[config.mk]
export PLATFORM = sky130hd
export DESIGN_NAME = oe_field_tri_mc
export DESIGN_NICKNAME = d
export VERILOG_FILES = /design/src/rtl/field_tri_pkg.sv /design/src/rtl/field_tri_chan.sv /design/src/rtl/oe_field_tri_mc.sv
export SDC_FILE = /design/constraint.sdc
export NUM_CORES = 1
export LEC_CHECK = 0
export CORE_ASPECT_RATIO = 0.5
export CORE_MARGIN = 4
export CORE_UTILIZATION = 55
export CTS_CLUSTER_DIAMETER = 150
export CTS_CLUSTER_SIZE = 14
export DETAILED_ROUTE_END_ITERATION = 10
export GPL_TIMING_DRIVEN = 0
export PLACE_DENSITY = 0.79
export SLEW_MARGIN = 15
export SYNTH_ARGS = -nofsm -noshare
export SYNTH_HDL_FRONTEND = slang
export SYNTH_HIERARCHICAL = 1
export SYNTH_SLANG_ARGS = --single-unit
[constraint.sdc]
create_clock -name clk_in -period 2.2 [get_ports clk_in]
set_input_delay 0.44 -clock clk_in [delete_from_list [all_inputs] [get_ports clk_in]]
set_output_delay 0.44 -clock clk_in [all_outputs]
set_load 0.02 [all_outputs]
[src/rtl/field_tri_pkg.sv]
// Shared defaults and helpers for the odd/even field trigger generator.
package field_tri_pkg;

  localparam int N_CH_DEF        = 2;
  localparam int SYNC_STAGES_DEF = 2;
  localparam int FILT_LEN_DEF    = 4;
  localparam int CNT_W_DEF       = 24;

  typedef enum logic [1:0] {
    EDGE_NONE,
    EDGE_RISE,
    EDGE_FALL
  } edge_e;

  // Width of the filter stability counter; never narrower than one bit.
  function automatic int fcnt_w(input int filt_len);
    return (filt_len > 1) ? $clog2(filt_len) : 1;
  endfunction

endpackage

[src/rtl/field_tri_chan.sv]
// One field channel: input synchroniser, glitch filter, edge pulses and
// odd-to-odd period measurement.
module field_tri_chan
  import field_tri_pkg::*;
#(
  parameter int SYNC_STAGES = SYNC_STAGES_DEF,
  parameter int FILT_LEN    = FILT_LEN_DEF,
  parameter int CNT_W       = CNT_W_DEF
) (
  input  logic             clk_in,
  input  logic             rst_n,
  input  logic             oe_raw,
  input  logic             en,
  output logic             odd_tri,
  output logic             even_tri,
  output logic             oe_filt,
  output logic [CNT_W-1:0] period,
  output logic             period_vld,
  output logic             period_ovf
);

  localparam int               FW       = fcnt_w(FILT_LEN);
  localparam logic [FW-1:0]    FCNT_TC  = FW'(FILT_LEN - 1);
  localparam logic [CNT_W-1:0] PCNT_MAX = '1;

  logic [SYNC_STAGES-1:0] sync_q;
  logic                   sync_lvl;
  logic [FW-1:0]          fcnt_q;
  logic [CNT_W-1:0]       pcnt_q;
  logic                   armed_q;
  edge_e                  edge_d;

  // Synchroniser keeps running while the channel is disabled.
  always_ff @(posedge clk_in or negedge rst_n) begin
    if (!rst_n) sync_q <= '0;
    else        sync_q <= {sync_q[SYNC_STAGES-2:0], oe_raw};
  end

  assign sync_lvl = sync_q[SYNC_STAGES-1];

  always_comb begin
    edge_d = EDGE_NONE;
    if (en && (sync_lvl != oe_filt) && (fcnt_q == FCNT_TC))
      edge_d = sync_lvl ? EDGE_RISE : EDGE_FALL;
  end

  always_ff @(posedge clk_in or negedge rst_n) begin
    if (!rst_n) begin
      oe_filt  <= 1'b0;
      fcnt_q   <= '0;
      odd_tri  <= 1'b0;
      even_tri <= 1'b0;
    end else if (!en) begin
      oe_filt  <= 1'b0;
      fcnt_q   <= '0;
      odd_tri  <= 1'b0;
      even_tri <= 1'b0;
    end else begin
      odd_tri  <= (edge_d == EDGE_RISE);
      even_tri <= (edge_d == EDGE_FALL);
      if ((sync_lvl == oe_filt) || (edge_d != EDGE_NONE)) fcnt_q <= '0;
      else                                               fcnt_q <= fcnt_q + FW'(1);
      if (edge_d != EDGE_NONE) oe_filt <= sync_lvl;
    end
  end

  // period/period_ovf survive a disable; only the running measurement is dropped.
  always_ff @(posedge clk_in or negedge rst_n) begin
    if (!rst_n) begin
      pcnt_q     <= '0;
      armed_q    <= 1'b0;
      period     <= '0;
      period_vld <= 1'b0;
      period_ovf <= 1'b0;
    end else if (!en) begin
      pcnt_q     <= '0;
      armed_q    <= 1'b0;
      period_vld <= 1'b0;
    end else begin
      period_vld <= 1'b0;
      if (edge_d == EDGE_RISE) begin
        if (armed_q) begin
          period     <= pcnt_q;
          period_vld <= 1'b1;
          period_ovf <= (pcnt_q == PCNT_MAX);
        end
        pcnt_q  <= CNT_W'(1);
        armed_q <= 1'b1;
      end else if (pcnt_q != PCNT_MAX) begin
        pcnt_q <= pcnt_q + CNT_W'(1);
      end
    end
  end

endmodule

[src/rtl/oe_field_tri_mc.sv]
// Multi-channel odd/even field trigger generator for the video-trigger path;
// one independent field_tri_chan per channel, buses flattened per channel.
module oe_field_tri_mc
  import field_tri_pkg::*;
#(
  parameter int N_CH        = N_CH_DEF,
  parameter int SYNC_STAGES = SYNC_STAGES_DEF,
  parameter int FILT_LEN    = FILT_LEN_DEF,
  parameter int CNT_W       = CNT_W_DEF
) (
  input  logic                  clk_in,
  input  logic                  rst_n,
  input  logic [N_CH-1:0]       oe_in,
  input  logic [N_CH-1:0]       ch_en,
  output logic [N_CH-1:0]       odd_field_tri,
  output logic [N_CH-1:0]       even_field_tri,
  output logic [N_CH-1:0]       oe_filt,
  output logic [N_CH*CNT_W-1:0] period,
  output logic [N_CH-1:0]       period_vld,
  output logic [N_CH-1:0]       period_ovf
);

  for (genvar i = 0; i < N_CH; i++) begin : g_ch
    field_tri_chan #(
      .SYNC_STAGES (SYNC_STAGES),
      .FILT_LEN    (FILT_LEN),
      .CNT_W       (CNT_W)
    ) u_chan (
      .clk_in     (clk_in),
      .rst_n      (rst_n),
      .oe_raw     (oe_in[i]),
      .en         (ch_en[i]),
      .odd_tri    (odd_field_tri[i]),
      .even_tri   (even_field_tri[i]),
      .oe_filt    (oe_filt[i]),
      .period     (period[i*CNT_W +: CNT_W]),
      .period_vld (period_vld[i]),
      .period_ovf (period_ovf[i])
    );
  end

endmodule

======== After elaboration in Yosys (flattened, before gate mapping) ========
Cells that the tools add are included.
word-level totals
  word-level logic and storage cells ...... 86
  bits of input ports ..................... 6
  flip-flop bits (word level) ............. 116
  output and inout bits ................... 58
operators by class
  reductions and logical operators ........ 10
  multiplexer cells ....................... 32
  eq/ne operators ......................... 20
  add/sub/neg operators ................... 4
operators with widths
  operator               count
  $mux 24                6
  $add 24x1->24 const B  2
  $eq 24x24->1 const B   2
  $ne 24x24->1 const B   2
  $mux 1                 18
  $mux 2                 8
  $eq 2x2->1 const B     4
  $ne 2x1->1 const B     4
  $ne 3x1->1 const B     2
  $reduce_and 3->1       2
  $add 2x1->2 const B    2
  $eq 2x1->1 const B     2
  $logic_and 1x1->1      4
  $reduce_bool 2->1      2
  $eq 1x1->1             2
  $logic_or 1x1->1       2
  $ne 1x1->1             2

======== Logic depth before layout (Yosys ltp) ========
  depth in word-level cells ............... 8
  gate-level depth with buffers ........... 7

======== Modules after synthesis ========
Netlist, hierarchy kept.
modules (own cells, without submodules)
  module                            times used  area an instance (um^2)  cells each
  field_tri_chan at g_ch[1].u_chan  1           2585.0                   223
  field_tri_chan at g_ch[0].u_chan  1           2570.0                   205

======== Worst setup path after synthesis ========
OpenSTA, ideal clock, no wires.
  kind .................................... input port to flip-flop
  start point ............................. input ch_en[1]
  end point ............................... register g_ch[1].u_chan.period[10]
  path slack .............................. 0.188 ns
  buffers on the path ..................... 3
  data arrival time ....................... 1.888 ns
  library setup time ...................... 0.125 ns
  cell stages on the path ................. 6
  cell sequence ........................... clkbuf_1 nor3b_1 and3_1 buf_2 buf_2 mux2_2
on the way
  word-level cells in the longest chain between the ends .. 5
ends and longest elaborated chain
  what                                   RTL line               RTL
  start, declared                        oe_field_tri_mc.sv:14  input logic [N_CH-1:0] ch_en,
  $logic_and 1x1->1 (2 in a row)         field_tri_chan.sv:43   if (en && (sync_lvl != oe_filt) && (fcnt_q == FCNT_TC))
  $mux 2                                 field_tri_chan.sv:43
  $eq 2x1->1                             field_tri_chan.sv:81   if (edge_d == EDGE_RISE) begin
  $reduce_and 3->1 (no source line) (*)  -
  end signal, assigned                   field_tri_chan.sv:83   period <= pcnt_q;
  end, declared                          field_tri_chan.sv:17   output logic [CNT_W-1:0] period,
Mark *: on every way between the ends. The rest lies on a longest branch, timed or not.
A chain may end at the register's enable or synchronous reset.

======== Worst setup path after layout ========
  start point ............................. register g_ch[1].u_chan.pcnt_q[4]
  end point ............................... register g_ch[1].u_chan.pcnt_q[19]
on the way
  word-level cells in the longest chain between the ends .. 4
  elaborated cells on any way between the ends .. 6
ends and longest elaborated chain
  what                    RTL line              RTL
  start, declared         field_tri_chan.sv:29  logic [CNT_W-1:0] pcnt_q;
  start signal, assigned  field_tri_chan.sv:90  pcnt_q <= pcnt_q + CNT_W'(1);
  $add 24x1->24           field_tri_chan.sv:90
  $mux 24                 field_tri_chan.sv:89  end else if (pcnt_q != PCNT_MAX) begin
  $mux 24                 field_tri_chan.sv:81
  $mux 24                 field_tri_chan.sv:75  end else if (!en) begin
Several ways; a longest one is shown, not always the timed one. The select of a mux whose other input is x is not followed.

==> impl_metrics.yaml <==
clock_network:
  cts_root_buffer: "clkbuf_16"
  htreeDepth: 4
  clk-insertion-delay-late_ps: 400
  cts_buffers: 17
  cts.path.max_buffers: 2
  clock-sinks: 116
  cts_tree: "yes"
  clk_pin_slew_ps: 50
hold_path:
  hold_class: "flip-flop to flip-flop"
  worstHoldPathCells: 0
  hold_start: "g_ch[0].u_chan/sync_q[0]"
  min_to: "g_ch[0].u_chan/sync_q[1]"
route:
  drt_iter0_drc: 347
  drc: 0
  drt-pass1-iter-count: 4
  drtAntennaViolNets: 0
  vias_per_cell: 5.73
  vias: 3682
  avgRoutedWirePerCell_um: 16.1
  drt_wl_total_mm: 10.4
worst_setup_path:
  reg2reg_depth: 5
  crit_path_end_kind: "flip-flop"
  cp_max_fo: 8
  start_kind: "flip-flop"
  cp.arrival_ps: 2390
  r2r_start: "g_ch[1].u_chan/pcnt_q[4]"
  critPathMostFrequentCell: "or3_1"
  r2r_setup_slack_ps: 120
  path_cells: "nand3_2, or4_4, or3_1, or3_1, a21oi_1"
  slowest_stage: "or4_4"
  worst-setup-path-type: "flip-flop to flip-flop"
  timing.rr.end: "g_ch[1].u_chan/pcnt_q[19]"
  crit_path_max_incr_delay_ps: 560
  path_buf_inv: 0
  critical-path-top-delay-family: "simple AND/OR/NAND/NOR gates"
  worst_ep_required_time_ps: 2510
global_route:
  grt_usage_pct: 20.3
  antenna_found_initial: 0
  grt_overflow_total: 0
  grt_pass1_vias: 3789
  grt_max_degree: 67
  grt_pass1_wl_mm: 18.4
place:
  hpwlAfterDp_mm: 6.68
  portBuffers: 62
  dp_worst_setup_slack_ps: -262
  place_congestion: 0.871
  place_area_um2: 5950
layout:
  fillers: 597
  seqCellArea_um2: 2900
  layout_commonest_cell: "dfrtp_1"
  finish.instance_area_um2: 6650
  multiInputGateArea_um2: 2170
  num_antenna_cells: 0
  drive_gt1_share_pct: 22.1
  final_cell_mix: "dfrtp_1, clkdlybuf4s50_1, mux2_2"
  area_growth_pct: 29.0
  final_nets: 523
yosys:
  synth-edff-count: 0
  yosysSeqAreaShare_pct: 56.3
  netlist_instances: 428
  syn_nets: 438
  synth_area_um2: 5150
  async_flop_share_pct: 100
  synth_seq_cells: 116
  syn_avg_cell_area_um2: 12.0
  ys.flop_type: "dfrtp_1"
  yosysUniqueCellTypes: 52
  yosysWarnings: 6
floorplanning:
  die_w_um: 145
  core-area_um2: 8920
  die-area_um2: 11100
  die_height_um: 76.5
  floorplan.rows: 24
  ios: 64
  start_util_pct: 57.8
sta:
  period_minus_slack_ps: 2080
  finalSetupViolCount: 0
  skew_ps: 6.76
  report.final.slew_viol_count: 0
  tightest_slew_ps: 547
  fin_crit_sh_pct: 94.6
  fin_tns_setup_ps: 0
  hold_viol_final: 0
  worst_slack_ps: 120
  relSlewSlack_pct: 63.5
  max_freq_ghz: 0.481
pwr:
  switching_share_pct: 19.4
  pwr-share-comb_pct: 2.2
  p_seq_share_pct: 42.1
  power.density_nw_per_um2: 776
  total_power_uw: 5160
  p_switching_uw: 1000
  p_leak_uw: 0.00294
  intPower_uw: 4160
  ir_drop_mv: 0.623
  p_clk_share_pct: 55.7
run:
  maxCapViolCount: 0
outcome:
  status: "complete, no violations"
worst max path at each step:
stage,to,cells after the start,from
floorplan,g_ch[1].u_chan/period[10],6,ch_en[1]
global placement,g_ch[0].u_chan/period[7],1,rst_n
detailed placement,g_ch[0].u_chan/period[11],5,ch_en[0]
CTS,g_ch[1].u_chan/pcnt_q[16],7,g_ch[1].u_chan/pcnt_q[0]
global route,g_ch[1].u_chan/period[15],7,g_ch[1].u_chan/fcnt_q[0]
finish,g_ch[1].u_chan/pcnt_q[19],5,g_ch[1].u_chan/pcnt_q[4]
cell type report:
| type | count | share of cell area, % |
|---|---|---|
| clock inverters | 11 | 2.33 |
| plain buffers | 17 | 1.73 |
| clock buffers | 21 | 7.07 |
| well taps | 117 | 2.20 |
| repair buffers | 66 | 10.1 |
| multi-input cells | 291 | 32.6 |
| inverters | 4 | 0.226 |
| flip-flops and latches | 116 | 43.7 |
cells by family (layout without fill, tap and decap cells):
family	after synthesis	count (layout)	synth area share (%)
AOI/OAI and AO/OA	52	52	5.97
adders and majority gates	4	4	0.971
xor gates and xnor gates	32	32	5.44
muxes	52	52	11.3
DFF	116	116	56.3
buffers and inverters	21	119	2.23
and+or+nand+nor	151	151	17.8
per-stage QoR:
stage	util [%]	std cells	hold WS (ps)
2_1_floorplan	-	428	144
3_3_place_gp	66.4	607	335
3_5_place_dp	66.7	608	343
4_1_cts	74.0	641	354
5_1_grt	74.6	643	365
6_report	74.6	643	350
routing by layer:
metal / up-vias / part of all wire, % / global-route usage [%]
met5: - / 0 / 0
met2: 101 / 50 / 32.9
met1: 1846 / 45 / 26.3
met3: 12 / 4.4 / 5.59
li1: 1723 / - / -
met4: 0 / 1.0 / 7.49
power groups by stage:
stage / registers (uW) / logic [uW] / clock network (uW)
floorplan: 2200 / 43.8 / 0
global placement: 2210 / 105 / 0
detailed placement: 2210 / 115 / 0
CTS: 2170 / 118 / 2910
global route: 2170 / 134 / 3040
finish: 2170 / 115 / 2870
Yosys cell counts (6+ instances only):
| master | number | area share, % |
|---|---|---|
| or3_1 | 8 | 0.97 |
| xnor2_1 | 29 | 4.9 |
| a211oi_1 | 6 | 0.87 |
| nor3_1 | 9 | 0.87 |
| nand3_1 | 15 | 1.5 |
| nand4_1 | 14 | 1.7 |
| nand2_1 | 23 | 1.7 |
| a21oi_1 | 22 | 2.1 |
| and3_1 | 8 | 0.97 |
| clkbuf_1 | 7 | 0.51 |
| mux2_2 | 50 | 11 |
| nor2_1 | 33 | 2.4 |
| o21ai_0 | 10 | 0.97 |
| dfrtp_1 | 116 | 56 |
worst reg2reg max path: stages (launching register included):
cell and delay [ps]:
dfrtp_1 460, nand3_2 130, or4_4 560, or3_1 340
or3_1 330, a21oi_1 170
flip-flops by register name, indices dropped and copies added, names as in the netlist:
name / flops
g_ch.u_chan/even_tri: 2
g_ch.u_chan/period_vld: 2
g_ch.u_chan/fcnt_q: 4
g_ch.u_chan/armed_q: 2
g_ch.u_chan/oe_filt: 2
g_ch.u_chan/period_ovf: 2
g_ch.u_chan/odd_tri: 2
g_ch.u_chan/period: 48
g_ch.u_chan/sync_q: 4
g_ch.u_chan/pcnt_q: 48
repair_timing:
item	CTS	global route
setup endpoints to repair	31	43
gates cloned	0	0
pin swaps	0	2
endpoints found under the hold margin	50	0
buffers inserted	0	2
hold buffers	1	0
gates resized for setup	3	14
No activity file was read; power rests on OpenSTA's default activity.
==> patch (same flow settings) <==
Add an input register stage for `oe_in` and `ch_en`, without a reset; this delays them by one clock.
--- a/src/rtl/oe_field_tri_mc.sv
+++ b/src/rtl/oe_field_tri_mc.sv
@@ -21,4 +21,12 @@
 );
 
+  logic [N_CH-1:0] oe_q;
+  logic [N_CH-1:0] ch_en_q;
+
+  always_ff @(posedge clk_in) begin
+      oe_q    <= oe_in;
+      ch_en_q <= ch_en;
+  end
+
   for (genvar i = 0; i < N_CH; i++) begin : g_ch
     field_tri_chan #(
@@ -29,6 +37,6 @@
       .clk_in     (clk_in),
       .rst_n      (rst_n),
-      .oe_raw     (oe_in[i]),
-      .en         (ch_en[i]),
+      .oe_raw     (oe_q[i]),
+      .en         (ch_en_q[i]),
       .odd_tri    (odd_field_tri[i]),
       .even_tri   (even_field_tri[i]),
Check against the original RTL: not equivalent (a bounded check fails within 10 cycles, from zero or initial values and one cycle with rst_n low).
==> patch against the unedited design <==
- core utilization up 0.77 points
- power up 5.8%
- final cell count grew 0.47%
- sequential cell count up 4
- via count up 0.11%
- worst setup slack got worse by 11 ps
- final area increased by 1.7%
- synthesized cell count rose by 0.93%
- clock power increased by 7.7%
- fmax down 0.50%
- wire length is 3.3% higher
- synthesized area grew 1.6%
==> patch: results <==
[outcome]
outcome = finished clean

[placement]
gp_congestion = 0.893
post-dp-hpwl_mm = 6.92
dpl_cell_area_um2 = 6040
io_buffer_count = 63

[yosys]
post_synth.cell_area_avg_um2 = 12.1
synth_xor_area_share_pct = 5.35
post_synth_num_cell_types = 53
ys_seq_area_share_pct = 57.0
syn-num-nets = 442
synthAdderAreaFrac_pct = 0.956
synth.mux.area_fraction_pct = 11.1
synthTopCellsByArea = sky130_fd_sc_hd__dfrtp_1 (55%), sky130_fd_sc_hd__mux2_2 (11%), sky130_fd_sc_hd__xnor2_1 (4.9%)

[grt]
track_usage_pct = 21.0
grt_start_max_net_pins = 86
first_pass_grt_wire_length_mm = 19.0
grt_pass1_vias = 3773

[setup_path]
worst-endpoint-arrival_ps = 2360
timing.rr.start = g_ch[1].u_chan/pcnt_q[1]
cp_max_fo = 10
worst_path_max_delay_cell = sky130_fd_sc_hd__nor4b_4

[detailed_routing]
drt_pre_antenna_iters = 5
drtIter0Drc = 238
drt-total-wl_mm = 10.7

[final_layout]
layout.nets = 526
post_route_cells_drive_above_1_share_pct = 21.2

[sta]
slew-limit-headroom_pct = 61.3
finClkSkew_ps = 5.89

[pwr]
irDropWorstVdd_mv = 0.552
cellLeakagePower_uw = 0.00298
-- patch: changes by cell type after synthesis --
cell                      change
sky130_fd_sc_hd__dfxtp_1      +4
-- patch: kinds of logic after synthesis --
group	after synthesis
compound gates	52
mux	52
flops	120
buf+inv	21
simple gates	151
fa+ha+maj	4
xor+xnor	32
-- patch: area by class of cell --
type / instances / area (um^2)
tap: 117 / 146
multi-input combinational: 291 / 2160
buffer: 17 / 119
timing repair buffer: 65 / 669
inverter: 4 / 15.0
clock inverter: 8 / 165
sequential: 120 / 2990
fill: 622 / 2210
clock buffer: 24 / 502
-- patch: per-layer routing --
layer	wire length, um	up-vias	global-route usage (%)	share of wire (%)
met5	0	-	0	0
met3	399	19	5.42	3.7
met1	4720	1847	26.5	44
li1	-	1738	-	-
met2	5430	82	34.9	51
met4	171	0	8.44	1.6
-- patch: path summary, 6_finish.rpt --
kind | to | slack, ps | cells after the start
max | g_ch[1].u_chan/pcnt_q[1] | 110 | 7
min | g_ch[1].u_chan/sync_q[0] | 330 | 0
max reg2reg | g_ch[1].u_chan/pcnt_q[1] | 110 | 7
min reg2reg | g_ch[1].u_chan/sync_q[0] | 330 | 0
max in group asynchronous | g_ch[0].u_chan/pcnt_q[6] | 1030 | 3
min in group asynchronous | g_ch[1].u_chan/odd_tri | 470 | 2
-- patch: power breakdown --
| part | leakage [uW] | switching [uW] | internal [uW] | total [uW] |
|---|---|---|---|---|
| combinational | 0.00102 | 76.3 | 38.0 | 114 |
| sequential | 0.00164 | 20.5 | 2230 | 2250 |
| clock | 0.000330 | 939 | 2160 | 3090 |
-- patch: what timing repair did --
action                                 CTS  global route
gates resized for setup                  4            10
hold buffers                             1             0
setup endpoints to repair               28            36
endpoints found under the hold margin   31             0
pin swaps                                0             1
